`src/rtl/fp_mul_pipe.sv`:
```
// Pipelined floating-point multiplier: input register, multiply, normalise, round/pack.
// A single advance enable moves the whole pipe at once, so a stalled output freezes every stage.
`timescale 1ns/1ps
module fp_mul_pipe #(
    parameter int EXP_W = 8,
    parameter int MAN_W = 15,
    parameter int TAG_W = 4,
    localparam int W = 1 + EXP_W + MAN_W
) (
    input  logic             clk,
    input  logic             rst_n,
    input  logic             in_valid,
    output logic             in_ready,
    input  logic [W-1:0]     in_a,
    input  logic [W-1:0]     in_b,
    input  logic [TAG_W-1:0] in_tag,
    output logic             out_valid,
    input  logic             out_ready,
    output logic [W-1:0]     out_result,
    output logic [TAG_W-1:0] out_tag,
    output logic             out_ovf,
    output logic             out_uf
);

    localparam int PW  = 2 * MAN_W + 2;
    localparam int EW2 = EXP_W + 2;
    localparam logic signed [EW2-1:0] BIAS_E  = EW2'((2 ** (EXP_W - 1)) - 1);
    localparam logic signed [EW2-1:0] EXP_MAX = EW2'((2 ** EXP_W) - 1);
    localparam logic signed [EW2-1:0] ZERO_E  = '0;

    logic en;

    logic             s1Valid_q;
    logic [W-1:0]     s1A_q, s1B_q;
    logic [TAG_W-1:0] s1Tag_q;

    logic             s2Valid_q, s2Zero_q, s2Sign_q;
    logic [EXP_W-1:0] s2Ea_q, s2Eb_q;
    logic [PW-1:0]    s2Prod_q;
    logic [TAG_W-1:0] s2Tag_q;

    logic                  s3Valid_q, s3Zero_q, s3Sign_q, s3Guard_q, s3Sticky_q;
    logic signed [EW2-1:0] s3Exp_q;
    logic [MAN_W-1:0]      s3Man_q;
    logic [TAG_W-1:0]      s3Tag_q;

    logic             outValid_q, outOvf_q, outUf_q;
    logic [W-1:0]     outResult_q;
    logic [TAG_W-1:0] outTag_q;

    assign en       = out_ready | ~outValid_q;
    assign in_ready = en;

    logic          s1Zero_d, s1Sign_d;
    logic [PW-1:0] sigA, sigB, s1Prod_d;

    assign s1Zero_d = (s1A_q[W-2:MAN_W] == '0) | (s1B_q[W-2:MAN_W] == '0);
    assign s1Sign_d = s1A_q[W-1] ^ s1B_q[W-1];
    assign sigA     = {{(MAN_W + 1){1'b0}}, 1'b1, s1A_q[MAN_W-1:0]};
    assign sigB     = {{(MAN_W + 1){1'b0}}, 1'b1, s1B_q[MAN_W-1:0]};
    assign s1Prod_d = sigA * sigB;

    logic signed [EW2-1:0] s2ExpBase, s2Exp_d;
    logic [MAN_W-1:0]      s2Man_d;
    logic                  s2Guard_d, s2Sticky_d;

    assign s2ExpBase = $signed({2'b00, s2Ea_q}) + $signed({2'b00, s2Eb_q}) - BIAS_E;

    // A product in [2,4) shifts right one extra place and bumps the exponent.
    always_comb begin
        s2Exp_d    = s2ExpBase;
        s2Man_d    = s2Prod_q[2*MAN_W-1:MAN_W];
        s2Guard_d  = s2Prod_q[MAN_W-1];
        s2Sticky_d = |s2Prod_q[MAN_W-2:0];
        if (s2Prod_q[PW-1]) begin
            s2Exp_d    = s2ExpBase + EW2'(1);
            s2Man_d    = s2Prod_q[2*MAN_W:MAN_W+1];
            s2Guard_d  = s2Prod_q[MAN_W];
            s2Sticky_d = |s2Prod_q[MAN_W-1:0];
        end
    end

    logic                  roundUp;
    logic [MAN_W:0]        manSum;
    logic signed [EW2-1:0] expRnd;
    logic [W-1:0]          result_d;
    logic                  ovf_d, uf_d;

    assign roundUp = s3Guard_q & (s3Sticky_q | s3Man_q[0]);
    assign manSum  = {1'b0, s3Man_q} + {{MAN_W{1'b0}}, roundUp};
    assign expRnd  = s3Exp_q + $signed({{(EW2 - 1){1'b0}}, manSum[MAN_W]});

    // Range check happens after rounding so a round-up carry can still overflow.
    always_comb begin
        result_d = '0;
        ovf_d    = 1'b0;
        uf_d     = 1'b0;
        if (s3Valid_q && !s3Zero_q) begin
            if (expRnd <= ZERO_E) begin
                uf_d = 1'b1;
            end else if (expRnd > EXP_MAX) begin
                result_d = {s3Sign_q, {(W - 1){1'b1}}};
                ovf_d    = 1'b1;
            end else begin
                result_d = {s3Sign_q, expRnd[EXP_W-1:0], manSum[MAN_W-1:0]};
            end
        end
    end

    always_ff @(posedge clk or negedge rst_n) begin
        if (!rst_n) begin
            s1Valid_q   <= 1'b0;
            s1A_q       <= '0;
            s1B_q       <= '0;
            s1Tag_q     <= '0;
            s2Valid_q   <= 1'b0;
            s2Zero_q    <= 1'b0;
            s2Sign_q    <= 1'b0;
            s2Ea_q      <= '0;
            s2Eb_q      <= '0;
            s2Prod_q    <= '0;
            s2Tag_q     <= '0;
            s3Valid_q   <= 1'b0;
            s3Zero_q    <= 1'b0;
            s3Sign_q    <= 1'b0;
            s3Guard_q   <= 1'b0;
            s3Sticky_q  <= 1'b0;
            s3Exp_q     <= '0;
            s3Man_q     <= '0;
            s3Tag_q     <= '0;
            outValid_q  <= 1'b0;
            outResult_q <= '0;
            outTag_q    <= '0;
            outOvf_q    <= 1'b0;
            outUf_q     <= 1'b0;
        end else if (en) begin
            s1Valid_q   <= in_valid & in_ready;
            s1A_q       <= in_a;
            s1B_q       <= in_b;
            s1Tag_q     <= in_tag;
            s2Valid_q   <= s1Valid_q;
            s2Zero_q    <= s1Zero_d;
            s2Sign_q    <= s1Sign_d;
            s2Ea_q      <= s1A_q[W-2:MAN_W];
            s2Eb_q      <= s1B_q[W-2:MAN_W];
            s2Prod_q    <= s1Prod_d;
            s2Tag_q     <= s1Tag_q;
            s3Valid_q   <= s2Valid_q;
            s3Zero_q    <= s2Zero_q;
            s3Sign_q    <= s2Sign_q;
            s3Guard_q   <= s2Guard_d;
            s3Sticky_q  <= s2Sticky_d;
            s3Exp_q     <= s2Exp_d;
            s3Man_q     <= s2Man_d;
            s3Tag_q     <= s2Tag_q;
            outValid_q  <= s3Valid_q;
            outResult_q <= result_d;
            outTag_q    <= s3Valid_q ? s3Tag_q : '0;
            outOvf_q    <= ovf_d;
            outUf_q     <= uf_d;
        end
    end

    assign out_valid  = outValid_q;
    assign out_result = outResult_q;
    assign out_tag    = outTag_q;
    assign out_ovf    = outOvf_q;
    assign out_uf     = outUf_q;

endmodule

```
`config.mk`:
```
export PLATFORM = sky130hd
export DESIGN_NAME = fp_mul_pipe
export DESIGN_NICKNAME = d
export VERILOG_FILES = /design/src/rtl/fp_mul_pipe.sv
export SDC_FILE = /design/constraint.sdc
export NUM_CORES = 1
export LEC_CHECK = 0
export ABC_AREA = 0
export CAP_MARGIN = 20
export CORE_MARGIN = 2
export CORE_UTILIZATION = 55
export DETAILED_ROUTE_END_ITERATION = 6
export HOLD_SLACK_MARGIN = 0.03
export PLACE_DENSITY = 0.72
export SLEW_MARGIN = 20
export SYNTH_ARGS = -nofsm -noshare
export SYNTH_HDL_FRONTEND = slang
export SYNTH_SLANG_ARGS = --single-unit
```
`constraint.sdc`:
```
create_clock -name clk -period 16.24 [get_ports clk]
set_input_delay 4.06 -clock clk [delete_from_list [all_inputs] [get_ports clk]]
set_output_delay 4.06 -clock clk [all_outputs]
set_load 0.05 [all_outputs]
```
Word-level counts from Yosys, hierarchy flattened
Index checks and enable logic that the tools add are counted.
Word-level totals
  register bits after elaboration: 173
  input port bits: 56
  output and inout bits: 32
  word-level logic and storage cells: 58
Operators by class
  add/subtract/negate cells: 5
  $mul: 1
  order comparisons: 2
  multiplexer cells: 13
  bitwise logic cells: 7
  reduce and logical (&&, ||, !) cells: 6
Operators with widths (number)
  $mux 24: 2
  $mul 16x16->32: 1
  $mux 23: 1
  $add 15x1->16: 1
  $logic_not 8->1: 2
  $mux 15: 1
  $reduce_or 15->1: 1
  $reduce_or 14->1: 1
  $add 10x2->10: 1
  $add 10x2->10 const B: 1
  $gt 10x9->1 const B: 1
  $le 10x1->1 const B: 1
  $mux 10: 1
  $sub 9x7->10 const B: 1
  $add 8x8->9: 1
  $mux 1: 7
  $mux 4: 1
  $or 1x1->1: 3
  $and 1x1->1: 2
  $logic_and 1x1->1: 1
  $logic_not 1->1: 1
  $not 1->1: 1
  $xor 1x1->1: 1

Depth between registers and ports, before layout
Gate-level depths: netlist of run 1.
  depth after elaboration: 8
  depth in mapped cells: 22

Worst setup path after synthesis of run 1
No wires, ideal clock.
  path kind: input to output
  start: input port out_ready
  end: output port in_ready
  arrival: 4.878 ns
  required time: 12.180 ns
  setup slack: 7.302 ns
  cell stages on the path: 5
  buffers on the path: 3
  cells stage by stage: nor2b_1 -> clkbuf_1 -> inv_2 -> buf_6 -> buf_6
On the way
  cells in the longest elaborated chain, start to end: 1
RTL lines
  from (decl): RTL line 18  | input logic out_ready,
  $or 1x1->1: RTL line 51  | assign en = out_ready | ~outValid_q;
  to (decl): RTL line 13  | output logic in_ready,
Every way passes these cells.

Worst setup path in the final report of run 1
Ends and elaborated chain as after synthesis.

==> flow_metrics.tcl, run 1 <==
set metrics [dict create \
    grt_pass1_wl_um 61200 \
    rows 62 \
    whs_ps 465 \
    place_congestion 0.867 \
    vias 12109 \
    ys_async_sr_fraction_pct 100 \
    yosys-top-cells-area "dfrtp_1 27%, fa_1 24%, nand2_1 10%" \
    clock_latency_ps 440 \
    cp.arrival_ps 6760 \
    wl_met3_um 2020 \
    cts_buffers 17 \
    worstSetupEndpointType "output port" \
    critPathMaxFanout 111 \
    min_period_ps 10820 \
    synthCells 1827 \
    wl_met1_um 15900 \
    die_area_um2 30800 \
    max_slew_margin_pct 27.7 \
    clk_path_buf_depth 2 \
    maxCapViolations 0 \
    cts.sinks 173 \
    yosysWarnings 0 \
    ys_seq_area_share_pct 26.7 \
    grt-ovfl-total 0 \
    setup_viol 0 \
    required_ps 12180 \
    ys_types 75 \
    grt_usage_pct 24.8 \
    drt_wl_total_um 36200 \
    htree_levels 4 \
    ios 88 \
    portBuffers 87 \
    worst-setup-path-type "input pin to output port" \
    dieWidth_um 176 \
    post-dp-hpwl_um 27000 \
    clk_pin_slew_ps 70 \
    path_cells "clkdlybuf4s50_1, nor2b_4, buf_4, inv_4, clkdlybuf4s50_1" \
    cts_resized 0 \
    layout-drive-gt1-share_pct 3.32 \
    syn_to_final_growth_pct 10.2 \
    cts_tree "done" \
    grt_max_degree 112 \
    post_cts_buffers 0 \
    tightest_slew_ps 1080 \
    setup_tns_ps 0 \
    antenna_found_initial 0 \
    ys_seq_elements 173 \
    critPathMostFrequentCell "clkdlybuf4s50_1" \
    post-route-period-util_pct 66.6 \
    wl_met2_um 17600 \
    synth_area_um2 16200 \
    die_y_um 176 \
    hold_buffers 0 \
    worst-path-buf-inv 4 \
    initial_core_util_pct 56.1 \
    final_common_cell "nand2_1" \
    layout_common_cells "440 x nand2_1, 266 x inv_1, 195 x fa_1, 173 x dfrtp_1, 123 x ha_1" \
    crit_path_start_kind "input pin" \
    wl_per_cell_um 16.1 \
    slew_violations 0 \
    finalNonFillerCells 2251 \
    critPathTopFamily "buffers and inverters" \
    syn_nets 2201 \
    nets 2228 \
    slowest_stage "clkdlybuf4s50_1" \
    highest_layer "met4" \
    synth_ff_type "dfrtp_1" \
    rsz0062_at_grt "false" \
    diodes 0 \
    synth_top_area_share_pct 26.7 \
    grt_pass1_vias 12389 \
    coreArea_um2 28900 \
    synth_top_area_cell "dfrtp_1" \
    fmax_mhz 92.5 \
    ant_nets 0 \
    avgViaCountPerCell 5.38 \
    drc_errors 0 \
    first_iter_violations 810 \
    hold_viol 0 \
    avgSynthCellArea_um2 8.86 \
    status "completed" \
    synth_edf_count 0 \
    dp_cells 2219 \
    slowest_delay_ps 840 \
    skew_ps 17.5 \
    first_pass_iters 5 \
    cts_root_buffer "clkbuf_16" \
    hold_class "flip-flop to flip-flop" \
]
-- cell usage after synthesis, types with 3 or more instances --
cell type and instances:
ha_1 123, a21oi_1 54, mux2i_1 20, nand3b_1 3
nand2b_1 4, dfrtp_1 173, a22o_1 3, a31oi_1 7
o21ai_0 93, nor2_1 82, xnor2_1 30, nor2b_1 6
nor4_1 6, nand4_1 6, o21a_1 3, xor2_1 23
o21bai_1 7, clkbuf_1 70, inv_1 266, nor3_1 5
o31ai_1 3, or2_2 4, buf_4 3, and3_1 8
nand2_1 440, buf_1 6, nand3_1 22, a211oi_1 8
and2_1 86, a21o_1 10, fa_1 195, nor3b_1 3
-- kinds of logic after synthesis --
kind of cell               synth area share (%)
and+or+nand+nor                            18.5
buffers and inverters                      8.32
adders and majority gates                  33.6
AOI/OAI and AO/OA                          8.41
DFF                                        26.7
xor gates and xnor gates                   3.01
muxes                                      1.40
-- worst min-delay path, stage by stage (launching register included) --
cell,delay [ps]
dfrtp_1,340
nand2_1,50
nand2_1,40
-- per-stage QoR --
stage	setup slack (ps)	utilization [%]	instance area, µm²
final	5420	61.8	17800
after global routing	5230	61.8	17800
after CTS	5400	61.8	17800
after detailed placement	5410	59.8	17200
after global placement	5430	59.8	17200
after floorplan	7300	-	16200
-- routing by layer --
| layer | up-vias | GRT usage (%) |
|---|---|---|
| met5 | - | 0 |
| met3 | 54 | 3.57 |
| li1 | 5745 | - |
| met1 | 5984 | 34.1 |
| met2 | 326 | 41.5 |
| met4 | 0 | 6.54 |
-- flip-flops by register name, summed over array words and instances, names as in the netlist, 4 cells and up --
| signal | count |
|---|---|
| out_result | 24 |
| out_tag | 4 |
| s1A_q | 24 |
| s1B_q | 24 |
| s1Tag_q | 4 |
| s2Ea_q | 8 |
| s2Eb_q | 8 |
| s2Prod_q | 32 |
| s2Tag_q | 4 |
| s3Exp_q | 10 |
| s3Man_q | 15 |
| s3Tag_q | 4 |
-- final timing paths --
| path | cells after the start | slack, ps | endpoint | start |
|---|---|---|---|---|
| worst max-delay path | 5 | 5420 | in_ready | out_ready |
| worst min-delay path | 2 | 470 | s1Tag_q[0] | s1Tag_q[0] |
| worst max register to register | 20 | 9560 | s2Prod_q[25] | s1B_q[4] |
| worst min register to register | 2 | 470 | s1Tag_q[0] | s1Tag_q[0] |
| max in group asynchronous | 2 | 11030 | s1A_q[3] | rst_n |
| min in group asynchronous | 1 | 3740 | s2Tag_q[1] | rst_n |
-- final cells by class --
type,count,area [µm²]
Clock buffer,19,453
Inverter,268,1010
Clock inverter,13,146
Sequential cell,173,4330
Multi-Input combinational cell,1303,10500
Tap cell,384,480
Fill cell,2513,11000
Timing Repair Buffer,91,902
Power of run 1 is not shown: default switching activity piles up to over one toggle a cycle in this logic, so the estimate is an artifact.
==> run 2, diff against run 1 <==
Settings changed: PLACE_DENSITY 0.72 to 0.75.
Clock period 16.24 ns to 9.8 ns, I/O delays scaled along.
==> flow_metrics.tcl, run 2 (synthesis results as in run 1) <==
set metrics [dict create \
    grt-ovfl-total 0 \
    avgViaCountPerCell 5.45 \
    vias 12278 \
    post_cts_buffers 0 \
    critPathMaxFanout 76 \
    worst-path-buf-inv 3 \
    clk_pin_slew_ps 70 \
    hold_viol 0 \
    critPathTopFamily "buffers and inverters" \
    nFillCells 2484 \
    portBuffers 87 \
    min_period_ps 6870 \
    cts_resized 0 \
    maxCapViolations 0 \
    wl_per_cell_um 16.2 \
    clock_latency_ps 450 \
    slowest_delay_ps 930 \
    dp_worst_setup_slack_ps 2910 \
    layout_common_cells "440 x nand2_1, 266 x inv_1, 195 x fa_1, 173 x dfrtp_1, 123 x ha_1" \
    ant_nets 0 \
    top_usage_layer "met2" \
    initial_core_util_pct 56.1 \
    drt_wl_total_um 36600 \
    dieWidth_um 176 \
    first_pass_iters 5 \
    fmax_mhz 146 \
    rows 62 \
    die_area_um2 30800 \
    nets 2228 \
    multiInputGateArea_um2 10500 \
    crit_path_start_kind "input pin" \
    post-dp-hpwl_um 27000 \
    worst-setup-path-type "input pin to output port" \
    diodes 0 \
    max_slew_margin_pct 26.5 \
    hold_depth 2 \
    cts.sinks 173 \
    drc_errors 0 \
    layout-drive-gt1-share_pct 3.32 \
    cts_buffers 17 \
    coreArea_um2 28900 \
    required_ps 7350 \
    cp.depth 4 \
    critPathMostFrequentCell "clkdlybuf4s50_1" \
    htree_levels 4 \
    setup_tns_ps 0 \
    seqCellArea_um2 4330 \
    setup_ws_ps 2930 \
    path_cells "clkdlybuf4s50_1, nor2b_4, inv_4, clkdlybuf4s50_1" \
    skew_ps 15.2 \
    tightest_slew_ps 1100 \
    post-route-period-util_pct 70.1 \
    cts_root_buffer "clkbuf_16" \
    grt_usage_pct 25.0 \
    grt_use_met3_pct 4.26 \
    setup_viol 0 \
    ios 88 \
    hold_class "flip-flop to flip-flop" \
    grt_pass1_vias 12621 \
    largest_reg_flops 32 \
    die_y_um 176 \
    hold_buffers 0 \
    rrSetupSlack_ps 3110 \
    place_congestion 0.880 \
    clk_path_buf_depth 2 \
    cp.arrival_ps 4420 \
    use_met2_pct 40.5 \
    antenna_found_initial 0 \
    status "completed" \
    slew_violations 0 \
    syn_to_final_growth_pct 10.3 \
    cts_tree "done" \
    r2r_cells 20 \
    grt.met1_usage_pct 33.8 \
    first_iter_violations 713 \
    grt_max_degree 112 \
    grt_pass1_wl_um 61300 \
    top_register "s2Prod_q" \
    worstSetupEndpointType "output port" \
    final_common_cell "nand2_1" \
    slowest_stage "clkdlybuf4s50_1" \
    rsz0062_at_grt "false" \
]
## run 2: cell count changes in the layout (fill, tap and decap cells not counted), sizes merged
cell	delta
clkinvlp	+2
inv	-2
bufinv	-1
clkbuf	+1
## run 2: cell type report
type                            instances  share of cell area, %
Multi-Input combinational cell       1303                   58.9
Sequential cell                       173                   24.2
Inverter                              268                   5.65
Timing Repair Buffer                   91                   5.05
Tap cell                              384                   2.69
Clock buffer                           20                   2.61
Clock inverter                         12                  0.813
## run 2: worst reg2reg max path, delay by kind of cell (launching register included)
kind                       cells  cell delay [ps]
adders and majority gates      7             3240
xor gates and xnor gates       1              160
buffers and inverters          6              840
DFF                            1              710
and+or+nand+nor                1              270
AOI/OAI and AO/OA              5             1310
## run 2: through the flow
step	area [µm²]	cells	util [%]	hold slack, ps
2_1_floorplan	16200	1827	-	430
3_3_place_gp	17200	2219	59.8	443
3_5_place_dp	17200	2219	59.8	453
4_1_cts	17900	2251	61.9	470
5_1_grt	17900	2251	61.9	486
6_report	17900	2251	61.9	466
## run 2: worst paths after layout
path / start / endpoint
worst max register to register: s1B_q[4] / s2Prod_q[27]
worst min-delay path: s1Valid_q / s1Valid_q
worst min register to register: s1Valid_q / s1Valid_q
worst max-delay path: out_ready / in_ready
max in group asynchronous: rst_n / s1B_q[0]
min in group asynchronous: rst_n / s2Tag_q[0]
## run 2: metal layers
layer | up-vias | part of all wire, %
met5 | - | 0
met4 | 0 | 3.1
met3 | 92 | 6.6
met2 | 406 | 48
met1 | 6028 | 42
li1 | 5752 | -
Power of run 2 is left out for the same reason.
